[src/rtl/counter_ctrl_pkg.sv]
// Shared types and constants for the counter controller and its count register.
package counter_ctrl_pkg;

    typedef enum logic [1:0] {
        IDLE  = 2'd0,
        RUN   = 2'd1,
        PAUSE = 2'd2,
        DONE  = 2'd3
    } state_e;

    // Wide enough for DIV up to 65535 (prescaler runs 0..DIV-1).
    localparam int PRESC_W = 16;

endpackage

[src/rtl/counter_en_nbit.sv]
// N-bit count register with synchronous clear and increment enable.
module counter_en_nbit #(
    parameter int N = 8
) (
    input  logic         clk,
    input  logic         reset,
    input  logic         clr,
    input  logic         en,
    output logic [N-1:0] count
);

    logic [N-1:0] count_q;

    always_ff @(posedge clk) begin
        if (reset || clr) begin
            count_q <= '0;
        end else if (en) begin
            count_q <= count_q + 1'b1;
        end
    end

    assign count = count_q;

endmodule

[src/rtl/counter_ctrl.sv]
// Prescaled up-counter controller: start/stop/pause FSM, one-shot or periodic
// terminal count, registered status outputs.
module counter_ctrl
    import counter_ctrl_pkg::*;
#(
    parameter int N   = 8,
    parameter int DIV = 1
) (
    input  logic         clk,
    input  logic         reset,
    input  logic         start,
    input  logic         stop,
    input  logic         pause,
    input  logic [N-1:0] limit,
    input  logic         periodic,
    output logic [N-1:0] count,
    output logic         busy,
    output logic         paused,
    output logic         done
);

    localparam logic [PRESC_W-1:0] DIV_M1 = PRESC_W'(DIV - 1);

    state_e               state_q, state_d;
    logic [PRESC_W-1:0]   presc_q, presc_d;
    logic [N-1:0]         limit_q, limit_d;
    logic                 periodic_q, periodic_d;
    logic                 done_q, done_d;
    logic                 busy_q, busy_d;
    logic                 paused_q, paused_d;
    logic                 cnt_clr, cnt_en;
    logic [N-1:0]         count_w;

    counter_en_nbit #(.N(N)) u_count (
        .clk   (clk),
        .reset (reset),
        .clr   (cnt_clr),
        .en    (cnt_en),
        .count (count_w)
    );

    always_ff @(posedge clk) begin
        if (reset) begin
            state_q    <= IDLE;
            presc_q    <= '0;
            limit_q    <= '0;
            periodic_q <= 1'b0;
            done_q     <= 1'b0;
            busy_q     <= 1'b0;
            paused_q   <= 1'b0;
        end else begin
            state_q    <= state_d;
            presc_q    <= presc_d;
            limit_q    <= limit_d;
            periodic_q <= periodic_d;
            done_q     <= done_d;
            busy_q     <= busy_d;
            paused_q   <= paused_d;
        end
    end

    always_comb begin
        state_d    = state_q;
        presc_d    = presc_q;
        limit_d    = limit_q;
        periodic_d = periodic_q;
        done_d     = 1'b0;
        cnt_clr    = 1'b0;
        cnt_en     = 1'b0;

        if (stop) begin
            state_d = IDLE;
            presc_d = '0;
            cnt_clr = 1'b1;
        end else if (start) begin
            state_d    = RUN;
            presc_d    = '0;
            limit_d    = limit;
            periodic_d = periodic;
            cnt_clr    = 1'b1;
        end else if (state_q == RUN || state_q == PAUSE) begin
            if (pause) begin
                state_d = PAUSE;
            end else begin
                // Leaving PAUSE counts in the same cycle, so a pause costs exactly its length.
                state_d = RUN;
                if (presc_q == DIV_M1) begin
                    presc_d = '0;
                    if (count_w == limit_q) begin
                        done_d = 1'b1;
                        if (periodic_q) begin
                            cnt_clr = 1'b1;
                        end else begin
                            state_d = DONE;
                        end
                    end else begin
                        cnt_en = 1'b1;
                    end
                end else begin
                    presc_d = presc_q + 1'b1;
                end
            end
        end

        busy_d   = (state_d == RUN) || (state_d == PAUSE);
        paused_d = (state_d == PAUSE);
    end

    assign count  = count_w;
    assign busy   = busy_q;
    assign paused = paused_q;
    assign done   = done_q;

endmodule

[config.mk]
export PLATFORM = sky130hd
export DESIGN_NAME = counter_ctrl
export DESIGN_NICKNAME = d
export VERILOG_FILES = /design/src/rtl/counter_ctrl_pkg.sv /design/src/rtl/counter_en_nbit.sv /design/src/rtl/counter_ctrl.sv
export SDC_FILE = /design/constraint.sdc
export NUM_CORES = 1
export LEC_CHECK = 0
export BUFFER_PORTS_ARGS = -buffer_cell sky130_fd_sc_hd__buf_4
export CORE_ASPECT_RATIO = 1.75
export CORE_MARGIN = 10
export CORE_UTILIZATION = 45
export CTS_BUF_LIST = sky130_fd_sc_hd__clkbuf_8 sky130_fd_sc_hd__clkbuf_16
export DETAILED_ROUTE_END_ITERATION = 8
export PLACE_DENSITY_LB_ADDON = 0.08
export SYNTH_ARGS = -nofsm -noshare
export SYNTH_HDL_FRONTEND = slang
export SYNTH_SLANG_ARGS = --single-unit
export TNS_END_PERCENT = 50
[constraint.sdc]
create_clock -name clk -period 2 [get_ports clk]
set_clock_uncertainty 0.05 [all_clocks]
set_input_delay 0.3 -clock clk [delete_from_list [all_inputs] [get_ports clk]]
set_output_delay 0.3 -clock clk [all_outputs]
set_load 0.005 [all_outputs]
; Word-level counts from Yosys, hierarchy flattened
; Cells that the tools add are included.
[word_totals]
in_bits = 14
wordCells = 49
register_bits = 38
output_inout_bits = 11
[op_classes]
eq_ne = 5
n_mux = 22
n_addsub = 2
n_reduce_logical = 8
n_bitwise = 4
[op_table]
columns = op, count
row1 = "16-bit by 1-bit adder with 16-bit output, second input constant", 1
row2 = 16-bit logical NOT, 1
row3 = 16-bit 2-to-1 mux, 1
row4 = 1-bit 2-to-1 mux, 14
row5 = 2-bit 2-to-1 mux, 7
row6 = "8-bit by 1-bit adder with 8-bit output, second input constant", 1
row7 = 8-bit equality test, 1
row8 = 6-bit OR reduction, 1
row9 = "2-bit by 1-bit equality test with 1-bit output, second input constant", 2
row10 = "2-bit equality test, second input constant", 2
row11 = 1-bit NOT, 4
row12 = 2-bit AND reduction, 2
row13 = 1-bit logical OR, 3
row14 = 3-bit OR reduction, 1

; Longest topological paths before layout
; Gate-level depths: netlist (run 1).
[logic_depth]
depth_word = 9
depth_mapped = 9
ltp_nobuf = 8

; Hierarchy
; A second synthesis (run 1) with hierarchy kept.
[unflattened]
cells_unflattened = 212
hier_area_um2 = 1840.5
[modules_own_cells]
columns = mod, cells_per_inst, instances, seq_area_each_um2, area_per_inst_um2
row1 = counter_ctrl, 174, 1, 600.6, 1495.2
row2 = counter_en_nbit, 38, 1, 160.2, 345.3

; Least setup slack after synthesis (run 1)
; OpenSTA, ideal clock, no wires.
[synth_path]
path_type = register to register
startpoint = reg presc_q[0]
endpoint = reg presc_q[10]
t_arrival_ns = 1.748
setup_time_ns = 0.064
period_less_slack_ns = 1.862
required_ns = 1.886
path_stages_with_launch = 10
path_slack_ns = 0.138
n_path_buf = 2
path_cell_list = dfxtp_1 > inv_1 > ha_1 > nor4b_1 > and4_1 > and2_2 > or2_2 > buf_2 > buf_2 > nor2_1
[synth_between]
elab_chain_len = 2
elab_cells_between_ends = 3
classes_between = 1 x add/sub / 1 x mux / 1 x reduce/logical
[synth_rtl]
columns = item, line
row1 = start: declaration, counter_ctrl.sv:25  ; logic [PRESC_W-1:0] presc_q, presc_d;
row2 = start signal: assignment, counter_ctrl.sv:53  ; presc_q <= presc_d;
row3 = 16-bit by 1-bit adder with 16-bit output or 16-bit logical NOT (tied branches), "counter_ctrl.sv:100, counter_ctrl.sv:87"
row4 = 16-bit 2-to-1 mux (*), counter_ctrl.sv:87  ; if (presc_q == DIV_M1) begin
; Mark *: on every way between the ends. The rest lies on a longest branch, timed or not.
; A chain may end at the register's enable or synchronous reset.

; Worst setup path in the final report (run 1)
[layout_path]
startpoint = reg presc_q[0]
endpoint = reg u_count.count_q[7], in the netlist u_count.count[7]
[layout_between]
elab_chain_len = 7
elab_cells_between_ends = 12
classes_between = 10 x mux / 2 x reduce/logical
[layout_rtl]
columns = item, line
row1 = 16-bit logical NOT (*), counter_ctrl.sv:87
row2 = 1-bit 2-to-1 mux, counter_ctrl.sv:87
row3 = 1-bit 2-to-1 mux, counter_ctrl.sv:82  ; if (pause) begin
row4 = 1-bit 2-to-1 mux, counter_ctrl.sv:81  ; end else if (state_q == RUN || state_q == PAUSE) begin
row5 = 1-bit 2-to-1 mux, counter_ctrl.sv:75  ; end else if (start) begin
row6 = 1-bit 2-to-1 mux, counter_ctrl.sv:71  ; if (stop) begin
row7 = 1-bit logical OR, counter_en_nbit.sv:15  ; if (reset || clr) begin
row8 = end signal: assignment, counter_en_nbit.sv:18  ; count_q <= count_q + 1'b1;
row9 = end: declaration, counter_en_nbit.sv:12  ; logic [N-1:0] count_q;
; Marks and branches as above.

==> run summary, run 1 <==
Worst setup path startpoint: presc_q[0]
Most used DFF post-synth: dfxtp_1
Core box area: 3830 µm²
Distinct cells, synth: 35
Min Tclk post-route: 1.96 ns
Max transition margin: 63.9%
GR Overflow Total: 0
Crit path max-delay family: simple AND/OR/NAND/NOR gates
Worst VDD drop: 602 µV
Clock sink total: 38
Area growth syn-to-layout: 31.9%
ANT nets after route: 0
CTS tree: done
Pwr dens: 608 nW/µm²
Clk Latency, worst-skew pair: 0.28 ns
Non-Filler Instances: 306
CP max stage cell: or4_4
Port bufs: 24
H-tree depth: 2
Core Rows: 30
Placer Congestion: 0.772
Vias per cell: 5.32
Reg area: 763 µm²
RSZ-0062 raised after global routing: yes
Total power draw: 1.42 mW
Detailed Routing Iterations Pass 1: 4
Ys Warns: 0
Arr. time, crit path: 2.13 ns
Final Max Tran Viols: 0
Hold Crit Start: limit[7]
Synth top area share: 43.1%
Hold Fails Final Rpt: 0
Number of global-route vias before repair: 1678
Residual DRC count: 0
Mapped Area: 1770 µm²
Dpl cells: 294
Crit path largest cell delay: 0.59 ns
Fin crit share: 98.1%
Fmax: 510 MHz
Area of the multi-input gates: 1030 µm²
Leak: 0.857 nW
Crit-path cells: inv_2 > ha_4 > nor4b_4 > and4_4 > o2111ai_4 > or4_4 > a21oi_2
Post-synthesis async set-or-reset flop share: 0%
DPL Wire Length: 3540 µm
Total track usage: 14.3%
Initial Util: 46.1%
DIE AREA: 6930 µm²
Dpl ws: -0.129 ns
CP Capture Type: flip-flop
TritonCTS Buffers: 5
Final setup fails: 0
Hold_buf cts: 0
Die Wd: 67.4 µm
Worst Path Buf+Inv: 1
Flops & latches, synth: 38
Largest area contributor in the netlist: dfxtp_1
Status: completed
Clock Tree Root: clkbuf_8
Vias post-DR: 1628
Inserted Diodes: 0
Initial antenna violation count: 0
Initial DRC count: 65
Worst-path clk slew: 0.07 ns
First-pass GRT wire length: 7620 µm
Post-synthesis cell count: 209
Routed WL per cell: 15.2 µm
Data required time of the worst path: 2.17 ns
Crit-path max FO: 5
Avg Synthesized Cell Area: 8.45 µm²
WS Path Type: flip-flop to flip-flop
Setup crit start kind: flip-flop
# fillers: 367
Setup WS post-layout: 0.0383 ns
Largest net degree at the start of global routing: 17
Layout cells sized above 1: 29.8%
I/O Pins: 25
Worst min path class: primary input to flip-flop
Mapped Nets: 227
Max_cap viols: 0
Post-synth EDFFs: 0
Layout Nets: 275
Post-synthesis sequential area ratio: 43.1%
RR Startpoint: presc_q[0]
Area contributors post-synth: dfxtp_1 43%, xnor2_1 9.9%, nor2_1 6.4%
Total length of routed wires: 4650 µm
Maximum buffer depth of the clock tree: 2
Die Height: 103 µm
Actual slew at the worst max-slew pin: 0.540 ns
[stage by stage]
step	setup TNS, ns	hold slack [ns]	area (µm²)	util (%)
6_report	0	0.213	2330	60.9
4_1_cts	0	0.203	2280	59.6
5_1_grt	-0.0657	0.211	2330	60.9
2_1_floorplan	0	0.319	1770	-
3_3_place_gp	-0.0630	0.410	2110	55.1
3_5_place_dp	-0.383	0.430	2110	55.1
[layout make-up]
type / count / share of cell area (%)
Timing Repair Buffer: 47 / 15.5
Tap cell: 48 / 2.58
Inverter: 8 / 1.29
Sequential cell: 38 / 32.7
Clock buffer: 6 / 3.54
Clock inverter: 2 / 0.376
Multi-Input combinational cell: 157 / 44.0
[final timing paths]
kind                                    endpoint  slack (ns)  depth (start not counted)
worst min register to register        limit_q[1]        0.43                          2
worst max-delay path            u_count.count[7]        0.04                          7
worst min-delay path                  limit_q[7]        0.21                          3
worst max register to register  u_count.count[7]        0.04                          7
[synth_stat cells (2+ instances only)]
master / count
or4_1: 2
ha_1: 4
o21ai_0: 4
nor2b_1: 3
or3_1: 3
nor3_1: 6
nor2_1: 30
a21oi_1: 16
nand2_1: 27
xnor2_1: 20
and2_1: 3
dfxtp_1: 38
clkbuf_1: 3
inv_1: 8
xor2_1: 5
nor4_1: 4
nand4_1: 7
and4_1: 2
buf_2: 2
or3_2: 2
o31ai_1: 2
nand3_1: 5
[layout by cell type (no fill, tap or decap), types with 3 or more instances in the layout]
master,synthesis,routed
inv_1,8,7
or3_1,3,3
a21oi_1,16,14
nand3_1,5,5
o21ai_0,4,4
clkbuf_8,1,6
nand4_1,7,7
nor4_1,4,3
nor3_1,6,6
xor2_1,5,4
nor2b_1,3,3
nand2_1,27,27
nor2_1,30,29
buf_4,0,45
dfxtp_1,38,36
ha_1,4,3
xnor2_1,20,20
[worst min-delay path: cells and delay by family]
family	cells	cell delay [ns]
AOI/OAI and AO/OA	1	0.05
buffers and inverters	1	0.10
and+or+nand+nor	1	0.04
[metal layers]
layer  global-route usage [%]  share of wire, %  wire length, µm  vias to the layer above
met5                        0                 0                0                        -
met4                     9.05               4.6              213                        0
met3                     3.48               4.8              221                       18
met2                     28.1                56             2600                       40
met1                     11.9                35             1610                      770
li1                         -                 -                -                      800
[power breakdown]
part	internal [mW]	total, mW	leakage, nW	switching (mW)
registers	0.767	0.777	0.308	0.00933
clock network	0.273	0.526	0.0524	0.253
logic	0.0529	0.115	0.496	0.0625
[what timing repair did]
| item | CTS | global route |
|---|---|---|
| gates resized for setup | 10 | 13 |
| cloned | 1 | 0 |
| setup buffers | 3 | 0 |
| pin swaps | 4 | 7 |
| setup endpoints to repair | 5 | 7 |
[flip-flops by register name, indices dropped and copies added, names as in the netlist]
name,cells
presc_q,16
limit_q,8
u_count.count,8
state_q,2
busy,1
done,1
paused,1
periodic_q,1
[logic make-up after synthesis]
kind of cell             synth area share, %
AO/OA/AOI/OAI                           9.28
adder cells (fa/ha/maj)                 3.40
AND/OR/NAND/NOR                         27.0
buffers and inverters                   4.32
flip-flops                              43.1
multiplexers                           0.567
XOR/XNOR                                12.4
No activity file was read; power rests on OpenSTA's default activity.
==> inputs of run 2 (changes only) <==
Settings changed: MAX_ROUTING_LAYER from default to met4.
==> run 2 against run 1 <==
Non-clock buffer count stayed put. Die area unchanged. Critical path depth did not move. Combinational power barely moved. Largest cell class unchanged.
==> run summary, run 2 (synthesis gave the netlist of run 1 again) <==
Arr. time, crit path: 2.13 ns
Dpl cells: 294
Actual slew at the worst max-slew pin: 0.540 ns
Port bufs: 24
Most flop-heavy register: presc_q
Area growth syn-to-layout: 31.9%
Min Tclk post-route: 1.96 ns
Non-Filler Instances: 306
Number of global-route vias before repair: 1679
Most common cell after layout, fill and taps aside: buf_4
Vias post-DR: 1624
Largest net degree at the start of global routing: 17
Placer Congestion: 0.782
Total length of routed wires: 4660 µm
Fin crit share: 98.1%
Hold Path Stages: 3
Final setup fails: 0
Met3 usage: 3.48%
Crit-path cells: inv_2 > ha_4 > nor4b_4 > and4_4 > o2111ai_4 > or4_4 > a21oi_2
Fmax: 509 MHz
Max FFs per register: 16
Vias per cell: 5.31
GR Overflow Total: 0
R2R depth: 7
Design Area, Final: 2330 µm²
Total power draw: 1.42 mW
Die Height: 103 µm
Setup crit start kind: flip-flop
Clock sink total: 38
Crit path largest cell delay: 0.59 ns
Core Rows: 30
Final Max Tran Viols: 0
Routed WL per cell: 15.2 µm
Maximum buffer depth of the clock tree: 2
TritonCTS Buffers: 5
CP Capture Type: flip-flop
Max_cap viols: 0
Busiest grt layer: met2
Layout cells sized above 1: 29.8%
Status: completed
Pwr dens: 609 nW/µm²
DPL Wire Length: 3540 µm
# fillers: 367
WS Path Type: flip-flop to flip-flop
Worst R2R Setup Slack: 0.04 ns
H-tree depth: 2
CP max stage cell: or4_4
Inserted Diodes: 0
Worst min path class: primary input to flip-flop
Final Util: 60.9%
First-pass GRT wire length: 7620 µm
GRT met1 Usage: 11.9%
Max transition margin: 63.9%
Total track usage: 14.7%
Crit-path max FO: 5
Initial antenna violation count: 0
DIE AREA: 6930 µm²
I/O Pins: 25
Data required time of the worst path: 2.17 ns
CTS tree: done
RSZ-0062 raised after global routing: yes
Initial Util: 46.1%
Fin Hold WS: 0.212 ns
Worst-path clk slew: 0.07 ns
Detailed Routing Iterations Pass 1: 4
Layout Nets: 275
Initial DRC count: 61
Leak: 0.857 nW
ANT nets after route: 0
Worst VDD drop: 603 µV
Dpl cell area: 2110 µm²
Residual DRC count: 0
Clock Tree Root: clkbuf_8
Die Wd: 67.4 µm
Hold Fails Final Rpt: 0
Core box area: 3830 µm²
Clk Latency, worst-skew pair: 0.28 ns
Most frequent cells in the layout: 45 x buf_4, 36 x dfxtp_1, 29 x nor2_1, 27 x nand2_1, 20 x xnor2_1
Grt met2 use: 28.2%
run 2: cell counts in the layout (fill, tap and decap cells not counted):
No cell type changed its count.
run 2: cell type report:
class | count | area [µm²] | area share [%]
clock buffer | 6 | 82.6 | 3.54
tap | 48 | 60.1 | 2.58
inverter | 8 | 30.0 | 1.29
clock inverter | 2 | 8.76 | 0.376
sequential | 38 | 763 | 32.7
timing repair buffer | 47 | 360 | 15.5
multi-input combinational | 157 | 1030 | 44.0
run 2: worst max-delay path, delay by kind of cell, from the launching register on:
kind                       cells  cell delay, ns
adders and majority gates      1            0.12
AOI/OAI and AO/OA              2            0.30
buffers and inverters          1            0.06
DFF                            1            0.33
and+or+nand+nor                3            1.04
run 2: stage by stage:
stage / TNS [ns] / worst slack [ns]
finish: 0 / 0.0372
global route: -0.0657 / -0.0474
CTS: 0 / 0.0117
detailed placement: -0.383 / -0.129
global placement: -0.0630 / -0.0338
floorplan: 0 / 0.138
run 2: per-layer routing:
metal / vias to the layer above / share of wire, %
met5: - / 0
met4: 0 / 4.0
met3: 15 / 4.6
met2: 40 / 56
met1: 769 / 35
li1: 800 / -
run 2: what timing repair did:
item	in CTS	in global routing
gates resized for setup	10	13
cloned	1	0
hold buffers	0	0
endpoints found under the setup margin	5	7
setup buffers	3	0
pin swaps	4	7
run 2: final timing paths:
path	start	to
max	presc_q[0]	u_count.count[7]
min	limit[7]	limit_q[7]
max reg2reg	presc_q[0]	u_count.count[7]
min reg2reg	limit_q[1]	limit_q[1]
run 2: where the power goes:
| group | internal, mW | total (mW) | leakage [nW] | switching (mW) |
|---|---|---|---|---|
| clock | 0.273 | 0.527 | 0.0524 | 0.255 |
| combinational | 0.0529 | 0.116 | 0.496 | 0.0627 |
| sequential | 0.767 | 0.777 | 0.308 | 0.00932 |
